$ cat config.mk
export PLATFORM = sky130hd
export DESIGN_NAME = psum_collector
export DESIGN_NICKNAME = d
export VERILOG_FILES = /design/src/rtl/psum_collector.sv
export SDC_FILE = /design/constraint.sdc
export NUM_CORES = 1
export LEC_CHECK = 0
export BUFFER_PORTS_ARGS = -buffer_cell sky130_fd_sc_hd__buf_2
export CAP_MARGIN = 20
export CELL_PAD_IN_SITES_DETAIL_PLACEMENT = 0
export CELL_PAD_IN_SITES_GLOBAL_PLACEMENT = 1
export CORE_ASPECT_RATIO = 1.4
export CORE_UTILIZATION = 56
export DETAILED_ROUTE_END_ITERATION = 7
export PLACE_DENSITY = 0.79
export SLEW_MARGIN = 10
export SYNTH_ARGS = -nofsm -noshare
export SYNTH_HDL_FRONTEND = slang
export SYNTH_SLANG_ARGS = --single-unit
$ cat constraint.sdc
create_clock -name clk -period 6.3 [get_ports clk]
set_input_delay 1.575 -clock clk [delete_from_list [all_inputs] [get_ports clk]]
set_output_delay 1.575 -clock clk [all_outputs]
set_load 0.05 [all_outputs]
$ cat src/rtl/psum_collector.sv
// psum_collector
//   Collects the partial-sum stream leaving the last PE of a column,
//   accumulates nOUT sums per pass over nPASS passes in a local buffer, then
//   drains the finished sums over a valid/ready stream.
//
// Ports
//   clk, rst              clock (rising edge), asynchronous active-high reset
//   start                 begin a job (sampled only in IDLE)
//   cfg_npass, cfg_nout   passes per job / psums per pass, latched on start
//                         (0 is treated as 1, values above the limits clamp)
//   in_en, ipsum          psum stream from the PE (ipsum unsigned, 2*WIDTH+1)
//   o_valid, o_ready,     drain stream of accumulated sums
//   o_data
//   busy                  high while accumulating or draining
//   done                  one-cycle pulse after the last drain handshake
//   drop_err              sticky: a psum arrived outside ACCUM
//   sat_flag              sticky saturation indicator (PSUM_SAT_EN only)
//
// Build option
//   PSUM_SAT_EN  when defined, accumulation saturates at 2^ACC_WIDTH-1 and the
//                sat_flag port exists; otherwise sums wrap modulo 2^ACC_WIDTH.
module psum_collector #(
  parameter int WIDTH     = 16,
  parameter int ACC_WIDTH = 40,
  parameter int DEPTH     = 16,
  parameter int MAX_nPASS = 8
) (
  input  logic                          clk,
  input  logic                          rst,
  input  logic                          start,
  input  logic [$clog2(MAX_nPASS):0]    cfg_npass,
  input  logic [$clog2(DEPTH):0]        cfg_nout,
  input  logic                          in_en,
  input  logic [2*WIDTH:0]              ipsum,
  output logic                          o_valid,
  input  logic                          o_ready,
  output logic [ACC_WIDTH-1:0]          o_data,
  output logic                          busy,
  output logic                          done,
`ifdef PSUM_SAT_EN
  output logic                          drop_err,
  output logic                          sat_flag
`else
  output logic                          drop_err
`endif
);

  localparam int A_WIDTH = 2*WIDTH + 1;
  localparam int PW      = $clog2(MAX_nPASS) + 1;
  localparam int NW      = $clog2(DEPTH) + 1;
  localparam int IW      = $clog2(DEPTH);
  localparam int AW1     = ACC_WIDTH + 1;

  typedef enum logic [1:0] {S_IDLE, S_ACCUM, S_DRAIN} state_t;

  state_t                 r_state, w_state_nxt;
  logic [ACC_WIDTH-1:0]   r_buf [DEPTH];
  logic [NW-1:0]          r_nout, r_wr_ptr, r_rd_ptr;
  logic [PW-1:0]          r_npass, r_pass;
  logic                   r_valid, r_done, r_drop_err;
  logic [ACC_WIDTH-1:0]   r_data;
`ifdef PSUM_SAT_EN
  logic                   r_sat;
`endif

  logic                   w_acc_en, w_wr_wrap, w_last_pass, w_last_wr;
  logic                   w_hs, w_last_hs, w_sat_hit;
  logic [ACC_WIDTH-1:0]   w_acc_old, w_wr_data;
  logic [AW1-1:0]         w_sum;
  logic [NW-1:0]          w_rd_nxt;

  function automatic logic [NW-1:0] norm_nout(input logic [NW-1:0] n);
    if (n == '0)                return NW'(1);
    else if (n > NW'(DEPTH))    return NW'(DEPTH);
    else                        return n;
  endfunction

  function automatic logic [PW-1:0] norm_npass(input logic [PW-1:0] n);
    if (n == '0)                return PW'(1);
    else if (n > PW'(MAX_nPASS)) return PW'(MAX_nPASS);
    else                        return n;
  endfunction

  // One extra bit keeps the carry so overflow can be detected.
  function automatic logic [AW1-1:0] acc_add(input logic [ACC_WIDTH-1:0] a,
                                             input logic [A_WIDTH-1:0]   b);
    return {1'b0, a} + AW1'(b);
  endfunction

  function automatic logic [ACC_WIDTH-1:0] sat_wrap(input logic [AW1-1:0] s);
`ifdef PSUM_SAT_EN
    return s[ACC_WIDTH] ? {ACC_WIDTH{1'b1}} : s[ACC_WIDTH-1:0];
`else
    return s[ACC_WIDTH-1:0];
`endif
  endfunction

  assign w_acc_en    = (r_state == S_ACCUM) && in_en;
  assign w_wr_wrap   = (r_wr_ptr == r_nout - NW'(1));
  assign w_last_pass = (r_pass == r_npass - PW'(1));
  assign w_last_wr   = w_acc_en && w_wr_wrap && w_last_pass;
  assign w_hs        = r_valid && o_ready;
  assign w_last_hs   = w_hs && (r_rd_ptr == r_nout - NW'(1));
  assign w_rd_nxt    = r_rd_ptr + NW'(1);

  // The first pass overwrites stale buffer contents instead of adding to them.
  assign w_acc_old   = (r_pass == '0) ? '0 : r_buf[r_wr_ptr[IW-1:0]];
  assign w_sum       = acc_add(w_acc_old, ipsum);
  assign w_sat_hit   = w_sum[ACC_WIDTH];
  assign w_wr_data   = sat_wrap(w_sum);

  always_ff @(posedge clk or posedge rst) begin
    if (rst) r_state <= S_IDLE;
    else     r_state <= w_state_nxt;
  end

  always_comb begin
    w_state_nxt = r_state;
    case (r_state)
      S_IDLE:  if (start)     w_state_nxt = S_ACCUM;
      S_ACCUM: if (w_last_wr) w_state_nxt = S_DRAIN;
      S_DRAIN: if (w_last_hs) w_state_nxt = S_IDLE;
      default:                w_state_nxt = S_IDLE;
    endcase
  end

  // Buffer storage carries no reset; its contents are rewritten by pass 0.
  always_ff @(posedge clk) begin
    if (w_acc_en) r_buf[r_wr_ptr[IW-1:0]] <= w_wr_data;
  end

  always_ff @(posedge clk or posedge rst) begin
    if (rst) begin
      r_nout     <= '0;
      r_npass    <= '0;
      r_wr_ptr   <= '0;
      r_rd_ptr   <= '0;
      r_pass     <= '0;
      r_valid    <= 1'b0;
      r_done     <= 1'b0;
      r_drop_err <= 1'b0;
      r_data     <= '0;
`ifdef PSUM_SAT_EN
      r_sat      <= 1'b0;
`endif
    end else begin
      r_done <= 1'b0;
      if (in_en && (r_state != S_ACCUM)) r_drop_err <= 1'b1;
      case (r_state)
        S_IDLE: begin
          if (start) begin
            r_nout   <= norm_nout(cfg_nout);
            r_npass  <= norm_npass(cfg_npass);
            r_wr_ptr <= '0;
            r_pass   <= '0;
          end
        end
        S_ACCUM: begin
          if (in_en) begin
            if (w_wr_wrap) begin
              r_wr_ptr <= '0;
              r_pass   <= r_pass + PW'(1);
            end else begin
              r_wr_ptr <= r_wr_ptr + NW'(1);
            end
`ifdef PSUM_SAT_EN
            if (w_sat_hit) r_sat <= 1'b1;
`endif
          end
          if (w_last_wr) r_rd_ptr <= '0;
        end
        S_DRAIN: begin
          // r_rd_ptr always names the entry currently presented on o_data.
          if (!r_valid) begin
            r_data  <= r_buf[r_rd_ptr[IW-1:0]];
            r_valid <= 1'b1;
          end else if (w_last_hs) begin
            r_valid <= 1'b0;
            r_done  <= 1'b1;
          end else if (w_hs) begin
            r_rd_ptr <= w_rd_nxt;
            r_data   <= r_buf[w_rd_nxt[IW-1:0]];
          end
        end
        default: ;
      endcase
    end
  end

  assign o_valid  = r_valid;
  assign o_data   = r_data;
  assign busy     = (r_state != S_IDLE);
  assign done     = r_done;
  assign drop_err = r_drop_err;
`ifdef PSUM_SAT_EN
  assign sat_flag = r_sat;
`endif

endmodule

==> impl_metrics.json <==
{
  "dpl.hpwl_um": 64800,
  "yosys.area.top_type_share": 0.491,
  "grt_overflow_total": 0,
  "crit_end": "r_buf[4][35]",
  "grt_use_total": 0.313,
  "sw_frac_of_total": 0.351,
  "drive_above_1_share": 0.420,
  "num_antenna_cells": 0,
  "numCtsBuffers": 73,
  "yosys-top-cells-area": "edfxtp_1 (49%), mux4_2 (34%), dfrtp_1 (4.3%), ha_1 (1.3%), mux2i_1 (1.1%)",
  "synthToLayoutAreaGrowth_pct": 11.9,
  "gp_congestion": 0.863,
  "p_total_mw": 24.0,
  "slowest_stage": "dfrtp_4",
  "ys.flop_type": "edfxtp_1",
  "holdWs_ns": 0.474,
  "path_clk_slew_ns": 0.06,
  "ant_nets": 0,
  "post-route-period-util": 0.909,
  "synthTopCellsByCount": "edfxtp_1 (640), mux4_2 (590), clkbuf_1 (89), nor2_1 (89), a21oi_1 (83)",
  "switchingPower_mw": 8.43,
  "pin_count": 91,
  "avgSynthCellArea_sq_um": 18.6,
  "clock_latency_ns": 0.64,
  "powerDensity_nw_per_um2": 548,
  "critical_path_depth": 13,
  "post-synth-top-count-cell": "edfxtp_1",
  "synth_fp_nets": 2190,
  "crit_path_start_kind": "flop",
  "cp.required_ns": 6.55,
  "core_sq_um": 69000,
  "dr.pass1.iters": 6,
  "leakage_nw": 13.9,
  "cts_buffer_depth": 3,
  "crit_family": "flip-flops",
  "io_buffers": 90,
  "crit_path_start": "r_wr_ptr[1]",
  "critical_path.max_stage_delay_ns": 0.99,
  "ys_seq_area_frac": 0.534,
  "end_kind": "flop",
  "cts_setup_buffers": 0,
  "crit_path_max_fanout": 40,
  "grt_max_degree": 144,
  "final_net_count": 2304,
  "synth_area_leader_cell": "edfxtp_1",
  "netlist_area_sq_um": 39100,
  "ys.warnings.count": 0,
  "chipHeight_um": 315,
  "cp.buffers_inverters": 1,
  "drc": 0,
  "vias": 23300,
  "tightest_slew_ns": 1.20,
  "maxCapViolations": 0,
  "fmax_mhz": 175,
  "ir_drop_mv": 0.461,
  "outcome": "finished, final reports clean",
  "rows": 114,
  "relSlewSlack": 0.192,
  "grt_setup_unrepaired": "no",
  "initial_utilization": 0.567,
  "crit_arrival_ns": 5.98,
  "setup_viol": 0,
  "cp_cell_sequence": "buf_12 > mux4_2 > mux4_2 > and2_1 > ha_1 > and4_1 > nand2_1 > or3_1 > a21oi_1 > o21ai_0 > a21oi_1 > o21ai_0 > xnor2_1",
  "fin_cells": 3199,
  "grt_pass1_wl_um": 158000,
  "drv_slew": 0,
  "finalSetupTns_ns": 0,
  "cts_tree": "done",
  "h-tree-depth": 3,
  "hold_viol": 0,
  "async_reset_ff_frac": 0.0960,
  "post_cts_resized": 0,
  "synth_edf_count": 640,
  "wl_per_cell_um": 33.4,
  "hold_path_class": "flop to flop",
  "cts_root_buf": "clkbuf_16",
  "final_util": 0.635,
  "internal-power_mw": 15.6,
  "crit_type": "flop to flop",
  "die_w_um": 225,
  "ys_types": 67,
  "drt-total-wl_um": 107000,
  "reg2reg_to": "r_buf[4][35]",
  "grt_pass1_vias": 23500,
  "dp_cells": 3061,
  "postSynthCellCount": 2100,
  "drt-initial-drc-count": 2779,
  "antenna_found_initial": 0,
  "die-area_sq_um": 71000,
  "rr_worst_depth": 13,
  "clockPowerShare": 0.185,
  "r2r_slack_ns": 0.58,
  "via_per_inst": 7.29,
  "r2r-start": "r_wr_ptr[1]",
  "ys_ff_latch": 708,
  "cts_sinks": 708,
  "fin_skew_ns": 0.0221,
  "fin_crit_ns": 5.72,
  "hold_buffers": 0,
  "pwr-share-comb": 0.426,
  "pwr-share-seq": 0.389
}
-- sequential cells by signal (all words and copies together), names as in the netlist --
signal,count
r_buf,640
o_data,40
r_rd_ptr,5
r_pass,4
r_wr_ptr,5
o_valid,1
drop_err,1
done,1
r_nout,5
r_npass,4
r_state,2
-- worst min path at each step --
stage | from | end | slack, ns | cells past startpoint
finish | drop_err | drop_err | 0.47 | 1
global route | drop_err | drop_err | 0.49 | 1
CTS | drop_err | drop_err | 0.48 | 1
detailed placement | drop_err | drop_err | 0.44 | 1
global placement | drop_err | drop_err | 0.44 | 1
floorplan | r_wr_ptr[4] | r_wr_ptr[4] | 0.46 | 1
-- power by group through the flow --
stage               clock [mW]  combinational [mW]  sequential [mW]
floorplan                    0                6.73             9.14
global placement             0                9.79             9.35
detailed placement           0                10.1             9.42
CTS                       4.50                10.1             9.33
global route              4.65                11.0             9.41
finish                    4.44                10.2             9.33
-- final cells by class --
class | instances | area [sq um]
clock inverter | 46 | 485
fill | 4843 | 25200
timing repair buffer | 202 | 1510
sequential | 708 | 21000
clock buffer | 86 | 1950
multi-input combinational | 1207 | 17700
inverter | 22 | 85.1
tap | 928 | 1160
-- through the flow --
stage	worst slack (ns)	area [sq um]
global placement	0.678	41300
floorplan	0.707	39100
detailed placement	0.536	41300
finish	0.576	43800
CTS	0.499	43800
global route	0.416	43800
-- routing by layer --
| layer | vias to the layer above | track usage | part of all wire |
|---|---|---|---|
| li1 | 9310 | - | - |
| met1 | 12400 | 0.432 | 0.37 |
| met2 | 1387 | 0.508 | 0.50 |
| met3 | 199 | 0.0484 | 0.094 |
| met4 | 0 | 0.120 | 0.036 |
| met5 | - | 0 | 0 |
-- cell usage in the layout, fill, tap and decap left out, drive strengths merged, types with 5 or more instances in the layout --
| cell type | count |
|---|---|
| a211oi | 9 |
| a21o | 16 |
| a21oi | 83 |
| and2 | 41 |
| buf | 198 |
| bufinv | 9 |
| clkbuf | 90 |
| clkinv | 29 |
| dfrtp | 68 |
| edfxtp | 640 |
| ha | 42 |
| inv | 26 |
| mux2i | 43 |
| mux4 | 596 |
| nand2 | 59 |
| nand2b | 10 |
| nand3 | 13 |
| nand4 | 6 |
| nor2 | 90 |
| nor2b | 9 |
| nor3 | 14 |
| o21a | 11 |
| o21ai | 40 |
| o21bai | 6 |
| o31ai | 8 |
| or2 | 5 |
| xnor2 | 32 |
| xor2 | 20 |
-- cell families after synthesis --
kind of cell             share of synthesized area
AO/OA/AOI/OAI                               0.0315
XOR/XNOR                                    0.0122
adder cells (fa/ha/maj)                     0.0139
buffers and inverters                       0.0193
flip-flops                                   0.534
multiplexers                                 0.355
AND/OR/NAND/NOR                             0.0335
Power figures use the tool's default switching activity.
